[src/rtl/multi_ch_crg_ctrl.sv]
// Multi-channel clock/reset sequencer: per-channel gated enable, glitch-safe clock select,
// sequenced reset and idle auto-gating. One lane FSM per channel, every output registered.

module multi_ch_crg_lane #(
    parameter int SEL_W       = 1,
    parameter int RST_CYCLES  = 4,
    parameter int IDLE_CYCLES = 16,
    parameter int SW_GAP      = 2
) (
    input  logic             clk,
    input  logic             rst,
    input  logic             req_on,
    input  logic             busy,
    input  logic [SEL_W-1:0] sel_req,
    output logic             clk_en,
    output logic [SEL_W-1:0] clk_sel,
    output logic             ch_rst,
    output logic             ready,
    output logic [2:0]       state_code
);
    typedef enum logic [2:0] {
        S_OFF     = 3'd0,
        S_RST_ON  = 3'd1,
        S_ON      = 3'd2,
        S_IDLE    = 3'd3,
        S_SW      = 3'd4,
        S_RST_OFF = 3'd5
    } state_e;

    localparam int RST_W  = (RST_CYCLES > 1) ? $clog2(RST_CYCLES) : 1;
    localparam int GAP_W  = $clog2(SW_GAP + 1);
    localparam int IDLE_W = (IDLE_CYCLES > 0) ? $clog2(IDLE_CYCLES + 1) : 1;
    localparam bit AUTO_GATE = (IDLE_CYCLES != 0);

    localparam logic [RST_W-1:0]  RST_LAST  = RST_W'(RST_CYCLES - 1);
    localparam logic [GAP_W-1:0]  GAP_LAST  = GAP_W'(SW_GAP);
    localparam logic [IDLE_W:0]   IDLE_THR  = (IDLE_W + 1)'(IDLE_CYCLES);
    localparam logic [IDLE_W-1:0] IDLE_SAT  = '1;

    state_e             state;
    logic [2:0]         outs;        // {clk_en, ch_rst, ready}
    logic [RST_W-1:0]   rst_cnt;
    logic [GAP_W-1:0]   gap_cnt;
    logic [IDLE_W-1:0]  idle_cnt;
    logic               idle_hit;
    logic               sel_diff;

    function automatic logic [2:0] out_of(input state_e s);
        case (s)
            S_OFF:               out_of = 3'b010;
            S_RST_ON, S_RST_OFF: out_of = 3'b110;
            S_ON:                out_of = 3'b101;
            default:             out_of = 3'b000;
        endcase
    endfunction

    assign idle_hit   = AUTO_GATE && (({1'b0, idle_cnt} + (IDLE_W + 1)'(1)) >= IDLE_THR);
    assign sel_diff   = (sel_req != clk_sel);
    assign {clk_en, ch_rst, ready} = outs;
    assign state_code = state;

    always_ff @(posedge clk or posedge rst) begin
        if (rst) begin
            state    <= S_OFF;
            outs     <= 3'b010;
            clk_sel  <= '0;
            rst_cnt  <= '0;
            gap_cnt  <= '0;
            idle_cnt <= '0;
        end else begin
            case (state)
                S_OFF: begin
                    if (req_on) begin
                        state   <= S_RST_ON;
                        outs    <= out_of(S_RST_ON);
                        clk_sel <= sel_req;
                        rst_cnt <= '0;
                    end
                end
                S_RST_ON: begin
                    if (!req_on) begin
                        state   <= S_RST_OFF;
                        outs    <= out_of(S_RST_OFF);
                        rst_cnt <= '0;
                    end else if (rst_cnt == RST_LAST) begin
                        state    <= S_ON;
                        outs     <= out_of(S_ON);
                        rst_cnt  <= '0;
                        idle_cnt <= '0;
                    end else begin
                        rst_cnt <= rst_cnt + RST_W'(1);
                    end
                end
                S_ON: begin
                    if (!req_on) begin
                        state    <= S_RST_OFF;
                        outs     <= out_of(S_RST_OFF);
                        rst_cnt  <= '0;
                        idle_cnt <= '0;
                    end else if (sel_diff) begin
                        state    <= S_SW;
                        outs     <= out_of(S_SW);
                        gap_cnt  <= '0;
                        idle_cnt <= '0;
                    end else if (busy) begin
                        idle_cnt <= '0;
                    end else if (idle_hit) begin
                        state    <= S_IDLE;
                        outs     <= out_of(S_IDLE);
                        idle_cnt <= '0;
                    end else if (idle_cnt != IDLE_SAT) begin
                        idle_cnt <= idle_cnt + IDLE_W'(1);
                    end
                end
                S_IDLE: begin
                    if (!req_on) begin
                        state   <= S_RST_OFF;
                        outs    <= out_of(S_RST_OFF);
                        rst_cnt <= '0;
                    end else if (sel_diff) begin
                        state   <= S_SW;
                        outs    <= out_of(S_SW);
                        gap_cnt <= '0;
                    end else if (busy) begin
                        state    <= S_ON;
                        outs     <= out_of(S_ON);
                        idle_cnt <= '0;
                    end
                end
                S_SW: begin
                    if (!req_on) begin
                        state   <= S_RST_OFF;
                        outs    <= out_of(S_RST_OFF);
                        rst_cnt <= '0;
                    end else begin
                        // Select is applied once, after a full gated cycle; later changes wait for ON.
                        if (gap_cnt == '0)
                            clk_sel <= sel_req;
                        if (gap_cnt == GAP_LAST) begin
                            state    <= S_ON;
                            outs     <= out_of(S_ON);
                            gap_cnt  <= '0;
                            idle_cnt <= '0;
                        end else begin
                            gap_cnt <= gap_cnt + GAP_W'(1);
                        end
                    end
                end
                S_RST_OFF: begin
                    if (rst_cnt == RST_LAST) begin
                        state   <= S_OFF;
                        outs    <= out_of(S_OFF);
                        rst_cnt <= '0;
                    end else begin
                        rst_cnt <= rst_cnt + RST_W'(1);
                    end
                end
                default: begin
                    state <= S_OFF;
                    outs  <= out_of(S_OFF);
                end
            endcase
        end
    end

    // The select may only move on an edge where the clock was gated beforehand.
    a_sel_gated: assert property (@(posedge clk) disable iff (rst)
        !$stable(clk_sel) |-> !$past(clk_en));

endmodule

module multi_ch_crg_ctrl #(
    parameter int NUM_CH      = 2,
    parameter int SEL_W       = 1,
    parameter int RST_CYCLES  = 4,
    parameter int IDLE_CYCLES = 16,
    parameter int SW_GAP      = 2
) (
    input  logic                    clk,
    input  logic                    rst,
    input  logic [NUM_CH-1:0]       ch_req_on,
    input  logic [NUM_CH-1:0]       ch_busy,
    input  logic [NUM_CH*SEL_W-1:0] ch_sel_req,
    output logic [NUM_CH-1:0]       ch_clk_en,
    output logic [NUM_CH*SEL_W-1:0] ch_clk_sel,
    output logic [NUM_CH-1:0]       ch_rst,
    output logic [NUM_CH-1:0]       ch_ready,
    output logic [NUM_CH*3-1:0]     ch_state
);
    for (genvar i = 0; i < NUM_CH; i++) begin : g_ch
        multi_ch_crg_lane #(
            .SEL_W       (SEL_W),
            .RST_CYCLES  (RST_CYCLES),
            .IDLE_CYCLES (IDLE_CYCLES),
            .SW_GAP      (SW_GAP)
        ) u_lane (
            .clk        (clk),
            .rst        (rst),
            .req_on     (ch_req_on[i]),
            .busy       (ch_busy[i]),
            .sel_req    (ch_sel_req[i*SEL_W +: SEL_W]),
            .clk_en     (ch_clk_en[i]),
            .clk_sel    (ch_clk_sel[i*SEL_W +: SEL_W]),
            .ch_rst     (ch_rst[i]),
            .ready      (ch_ready[i]),
            .state_code (ch_state[i*3 +: 3])
        );
    end

endmodule

[config.mk]
export PLATFORM = sky130hd
export DESIGN_NAME = multi_ch_crg_ctrl
export DESIGN_NICKNAME = d
export VERILOG_FILES = /design/src/rtl/multi_ch_crg_ctrl.sv
export SDC_FILE = /design/constraint.sdc
export NUM_CORES = 1
export LEC_CHECK = 0
export ABC_AREA = 1
export BUFFER_PORTS_ARGS = -buffer_cell sky130_fd_sc_hd__buf_2
export CORE_MARGIN = 2
export CORE_UTILIZATION = 45
export CTS_CLUSTER_DIAMETER = 100
export CTS_CLUSTER_SIZE = 8
export DETAILED_ROUTE_END_ITERATION = 8
export PLACE_DENSITY = 0.63
export SETUP_SLACK_MARGIN = 0.4
export SLEW_MARGIN = 15
export SYNTH_ARGS = -nofsm -noshare
export SYNTH_HDL_FRONTEND = slang
export SYNTH_SLANG_ARGS = --single-unit
[constraint.sdc]
create_clock -name clk -period 2.5 [get_ports clk]
set_input_delay 0.25 -clock clk [delete_from_list [all_inputs] [get_ports clk]]
set_output_delay 0.25 -clock clk [all_outputs]
set_load 0.005 [all_outputs]
; ---- Yosys cells after proc, flatten, opt, wreduce, memory -nomap -nowiden
; Cells that the tools add are included.
[classes]
magnitude_cmp = 2
n_bitwise = 0
mul = 0
n_addsub = 8
n_div = 0
shift = 0
eq_ne = 56
muxes = 108
n_reduce_logical = 26
[op_table]
columns = op, count
row1 = 3-bit 2-to-1 mux, 50
row2 = 5-bit 2-to-1 mux, 24
row3 = 3-bit one-hot mux with 6 select lines, 4
row4 = 5-bit one-hot mux with 4 select lines, 2
row5 = 2-bit 2-to-1 mux, 16
row6 = 2-bit inequality test (second input constant), 14
row7 = 2-bit by 1-bit inequality test with 1-bit output (second input constant), 12
row8 = 9-bit AND reduction, 2
row9 = 4-bit by 3-bit inequality test with 1-bit output (second input constant), 4
row10 = 2-bit one-hot mux with 4 select lines, 2
row11 = 4-bit AND reduction, 4
row12 = 4-bit nonzero test, 4
row13 = 7-bit AND reduction, 2
row14 = 5-bit by 1-bit adder with 6-bit output (second input constant), 2
row15 = 3-bit by 2-bit == test with 1-bit output (second input constant), 4
row16 = 3-bit == test (second input constant), 4
row17 = 6-bit by 5-bit >= comparator with 1-bit output (second input constant), 2
row18 = 3-bit by 2-bit inequality test with 1-bit output (second input constant), 4
row19 = 6-bit by 3-bit inequality test with 1-bit output (second input constant), 2
row20 = 5-bit by 1-bit adder with 5-bit output (second input constant), 2
row21 = 5-bit inequality test (second input constant), 2
row22 = 2-bit by 1-bit adder with 2-bit output (second input constant), 4
row23 = 2-bit == test (second input constant), 4
row24 = 4-bit by 2-bit inequality test with 1-bit output (second input constant), 2
row25 = 11 further kinds, 28
[word_totals]
rom_bits = 0
output_inout_bits = 14
register_bits = 32
latch_bits = 0
in_bits = 8
n_memories = 0
ramBits = 0

; ---- Logic depth before layout (Yosys ltp)
[logic_depth]
ltp_word = 7
depth_mapped = 11
mapped_depth_nobuf = 11

; ---- Cells and area by module
; Synthesis repeated with hierarchy kept, for this count alone.
[unflattened]
hier_cells = 351
area_unflattened_um2 = 2409.8
[by_module_without_submodules]
columns = mod, seq_area_each_um2, n_inst, area_each_um2, cells_per_inst
row1 = multi_ch_crg_lane at g_ch[1].u_lane, 401.6, 1, 1206.2, 175
row2 = multi_ch_crg_lane at g_ch[0].u_lane, 401.6, 1, 1203.7, 176

; ---- Worst setup path after synthesis
; OpenSTA, ideal clock, no wires.
[synth_timing]
path_type = reg-to-reg
start = register g_ch[1].u_lane.idle_cnt[0]
end = register g_ch[1].u_lane.idle_cnt[2]
setup_ns = 0.113
synth_period_minus_slack_ns = 1.797
t_arrival_ns = 1.684
n_path_buf = 0
stages_incl_launch_ff = 10
slack_ns = 0.703
path_cell_list = dfrtp_1 -> ha_1 -> and3_1 -> ha_1 -> a21oi_2 -> nand3_4 -> nand2_4 -> nand2_1 -> nand2_1 -> inv_1
[synth_between]
elab_chain_len = 7
word_cells_on_any_way = 12
cone_classes = add/sub: 2 / order compare: 1 / eq/ne: 2 / mux: 6 / reduce/logical: 1
[synth_lines]
columns = item, line_no
row1 = start: declaration, 44  ; logic [IDLE_W-1:0] idle_cnt;
row2 = start signal: assignment, 112  ; idle_cnt <= idle_cnt + IDLE_W'(1);
row3 = 5-bit by 1-bit adder with 6-bit output or 5-bit by 1-bit adder with 5-bit output (tied branches), "57, 112"
row4 = 6-bit by 5-bit >= comparator with 1-bit output or 5-bit 2-to-1 mux (tied branches), "57, 111"
row5 = 5-bit 2-to-1 mux, 107  ; end else if (idle_hit) begin
row6 = 5-bit 2-to-1 mux, 105  ; end else if (busy) begin
row7 = 5-bit 2-to-1 mux, 100  ; end else if (sel_diff) begin
row8 = 5-bit 2-to-1 mux, 95  ; if (!req_on) begin
row9 = 5-bit one-hot mux with 4 select lines, 71  ; case (state)
; Parallel ways exist; a longest one is shown, timed or not. The select of a mux whose other input is x is not followed.
; A chain may end at the register's enable or synchronous reset.

; ---- Worst setup path in the final report
[layout_timing]
start = register g_ch[0].u_lane.idle_cnt[0]
end = register g_ch[0].u_lane.idle_cnt[0]
[layout_between]
elab_chain_len = 7
word_cells_on_any_way = 12
cone_classes = add/sub: 2 / order compare: 1 / eq/ne: 2 / mux: 6 / reduce/logical: 1
[layout_lines]
columns = item, line_no
row1 = start: declaration, 44
row2 = start signal: assignment, 112
row3 = 5-bit by 1-bit adder with 6-bit output or 5-bit by 1-bit adder with 5-bit output (tied branches), "57, 112"
row4 = 6-bit by 5-bit >= comparator with 1-bit output or 5-bit 2-to-1 mux (tied branches), "57, 111"
row5 = 5-bit 2-to-1 mux, 107
row6 = 5-bit 2-to-1 mux, 105
row7 = 5-bit 2-to-1 mux, 100
row8 = 5-bit 2-to-1 mux, 95
row9 = 5-bit one-hot mux with 4 select lines, 71
; Parallel ways exist; a longest one is shown, timed or not. The select of a mux whose other input is x is not followed.

==> results.json <==
{
  "worstMarginPinSlew_ps": 462,
  "vias": 2022,
  "grt_overflow": 0,
  "required_ps": 2720,
  "power.leakage_nw": 1.35,
  "ys_warn_count": 0,
  "fin_crit_sh_pct": 76.7,
  "yosysTopAreaCell": "dfrtp_1",
  "num_rows": 26,
  "finalSetupViolations": 0,
  "synth_compound_area_share_pct": 7.84,
  "max_freq_ghz": 0.522,
  "routedWlPerCell_um": 11.4,
  "nNetsFinal": 353,
  "total_power_mw": 2.93,
  "grt_usage_pct": 17.5,
  "dr.first_iter.drc_count": 100,
  "fin_tns_setup_ps": 0,
  "synth_fa_ha_area_share_pct": 3.18,
  "muxShareOfSynthArea_pct": 0,
  "synth_cell_types": 36,
  "antenna_cells": 0,
  "slew_headroom_pct": 69.2,
  "status": "complete, no violations",
  "cp-end-kind": "register",
  "yosysMostFrequentCell": "nand2_1",
  "syn_avg_cell_area_um2": 7.40,
  "dp_hpwl_um": 3710,
  "cts_buffers": 5,
  "grt_max_degree": 14,
  "syn_area_um2": 2360,
  "async_reset_ff_share_pct": 100,
  "layout-drive-gt1-share_pct": 22.4,
  "cp_max_fo": 5,
  "synthSimpleGateAreaFrac_pct": 42.7,
  "path_cells": "ha_1 -> and3_1 -> ha_1 -> o21bai_1 -> nor2_1 -> nand3_1 -> nand2_2 -> nand2_1 -> nand2_1",
  "tritoncts": "built",
  "synth_edf_count": 0,
  "ys_ff_latch": 32,
  "area_delta_synth_final_pct": 10.3,
  "syn-num-nets": 333,
  "rsz0062_at_grt": "false",
  "synth_area_leaders": "dfrtp_1 (32%), nand2_1 (15%), nand3_1 (7.6%), inv_1 (4.5%), nor2_1 (3.5%)",
  "yosys.area_share.xor_xnor_pct": 2.23,
  "cts.sinks": 32,
  "start_util_pct": 46.5,
  "worstPathArrival_ps": 2140,
  "grt_pass1_vias": 1864,
  "critPathMaxStageDelay_ps": 410,
  "yosys-top-cells-count": "nand2_1 (94), nand3_1 (36), dfrtp_1 (30), inv_1 (28), nor2_1 (22)",
  "gp_congestion": 0.825,
  "clk_pin_slew_ps": 70,
  "port-buffer-count": 21,
  "min_path_type": "input pin to register",
  "wirelength_um": 4690,
  "die_x_um": 76.4,
  "startpoint": "g_ch[0].u_lane.idle_cnt[0]",
  "ir_worst_vdd_uv": 495,
  "synth_ff_type": "dfrtp_1",
  "finalHoldViolCount": 0,
  "fin_worst_skew_ps": 9.89,
  "die_h_um": 76.4,
  "firstDrtPassIters": 4,
  "avgViaCountPerCell": 4.93,
  "htreeDepth": 2,
  "grt_pass1_wl_um": 8410,
  "fin_crit_ps": 1920,
  "syn_inst": 319,
  "dieArea_um2": 5840,
  "ant_nets": 0,
  "core-area_um2": 5070,
  "seq_area_frac_synth_pct": 34.0,
  "critical_path_class": "register to register",
  "p_per_area_nw_per_um2": 1130,
  "synth_top_family_by_area": "simple AND/OR/NAND/NOR gates",
  "cts_buffer_depth": 2,
  "cts-root-buf": "clkbuf_8",
  "startpoint_type": "register",
  "clk_latency_ps": 290,
  "slew_viol_final": 0,
  "antenna_found_initial": 0,
  "worstHoldStart": "ch_sel_req[1]",
  "drc": 0,
  "ios": 22,
  "slowest_stage": "dfrtp_1",
  "netlist.area_leader.share_pct": 31.8,
  "r2r_start": "g_ch[0].u_lane.idle_cnt[0]",
  "cap_violations": 0
}
## report_power, final
group	leakage [nW]	internal, mW	switching (mW)
sequential	0.417	0.690	0.183
clock	0.0552	0.296	0.196
combinational	0.882	0.574	0.995
## flip-flops by register name (all words and copies together), names as in the netlist
signal,count
g_ch.u_lane.idle_cnt,10
g_ch.u_lane.state_code,6
g_ch.u_lane.clk_sel,2
g_ch.u_lane.gap_cnt,4
g_ch.u_lane.rst_cnt,4
g_ch.u_lane.outs,6
## logic make-up after synthesis
logic type / after synthesis
simple gates: 195
xor+xnor: 6
buf+inv: 49
fa+ha+maj: 6
flops: 32
compound gates: 31
## critical path, delay by kind of cell (launching register included)
kind | cells | cell delay [ps]
adders and majority gates | 2 | 520
AOI/OAI and AO/OA | 1 | 160
DFF | 1 | 410
and+or+nand+nor | 6 | 770
## path summary, 6_finish.rpt
kind | to | slack, ps | depth (start not counted)
setup / recovery | g_ch[0].u_lane.idle_cnt[0] | 580 | 9
hold / removal | g_ch[1].u_lane.clk_sel | 250 | 3
setup reg to reg | g_ch[0].u_lane.idle_cnt[0] | 580 | 9
hold reg to reg | g_ch[1].u_lane.outs[1] | 470 | 2
max in group asynchronous | g_ch[0].u_lane.outs[1] | 1370 | 4
min in group asynchronous | g_ch[1].u_lane.gap_cnt[1] | 510 | 3
## stage by stage
stage / instance area [um2] / utilization [%] / cells / setup WS (ps) / hold WS [ps]
finish: 2610 / 51.3 / 410 / 583 / 246
detailed placement: 2480 / 48.9 / 401 / 545 / 296
floorplan: 2360 / - / 319 / 703 / 365
global placement: 2480 / 48.9 / 401 / 551 / 288
global route: 2610 / 51.3 / 410 / 424 / 266
CTS: 2600 / 51.2 / 410 / 533 / 237
## repair_timing
action,in CTS,in global routing
buffers inserted,0,0
endpoints found under the setup margin,0,1
hold endpoints to repair,10,0
gates resized for setup,0,1
hold buffers,1,0
## metal layers
layer / part of all wire (%) / track usage [%]
met4: 1.5 / 6.00
met3: 3.9 / 3.32
met2: 47 / 28.5
met1: 48 / 23.4
met5: 0 / 0
## placed cells by master (no fill, tap or decap), types with 5 or more instances in the layout
| cell type | netlist | final |
|---|---|---|
| o21ai_0 | 11 | 11 |
| dfrtp_1 | 30 | 30 |
| inv_2 | 8 | 8 |
| nand2_2 | 8 | 8 |
| nand4_1 | 5 | 5 |
| buf_2 | 0 | 21 |
| nor2_1 | 22 | 22 |
| nand2_1 | 94 | 94 |
| nand3_1 | 36 | 36 |
| a21oi_1 | 5 | 5 |
| inv_1 | 28 | 28 |
| clkbuf_8 | 1 | 5 |
| ha_1 | 6 | 6 |
## layout make-up
cell class / instances / area (um2)
Fill cell: 523 / 2470
Multi-Input combinational cell: 238 / 1330
Sequential cell: 32 / 803
Inverter: 38 / 148
Timing Repair Buffer: 24 / 130
Tap cell: 70 / 87.6
Clock buffer: 6 / 72.6
Clock inverter: 2 / 35.0
Power figures use the tool's default switching activity.
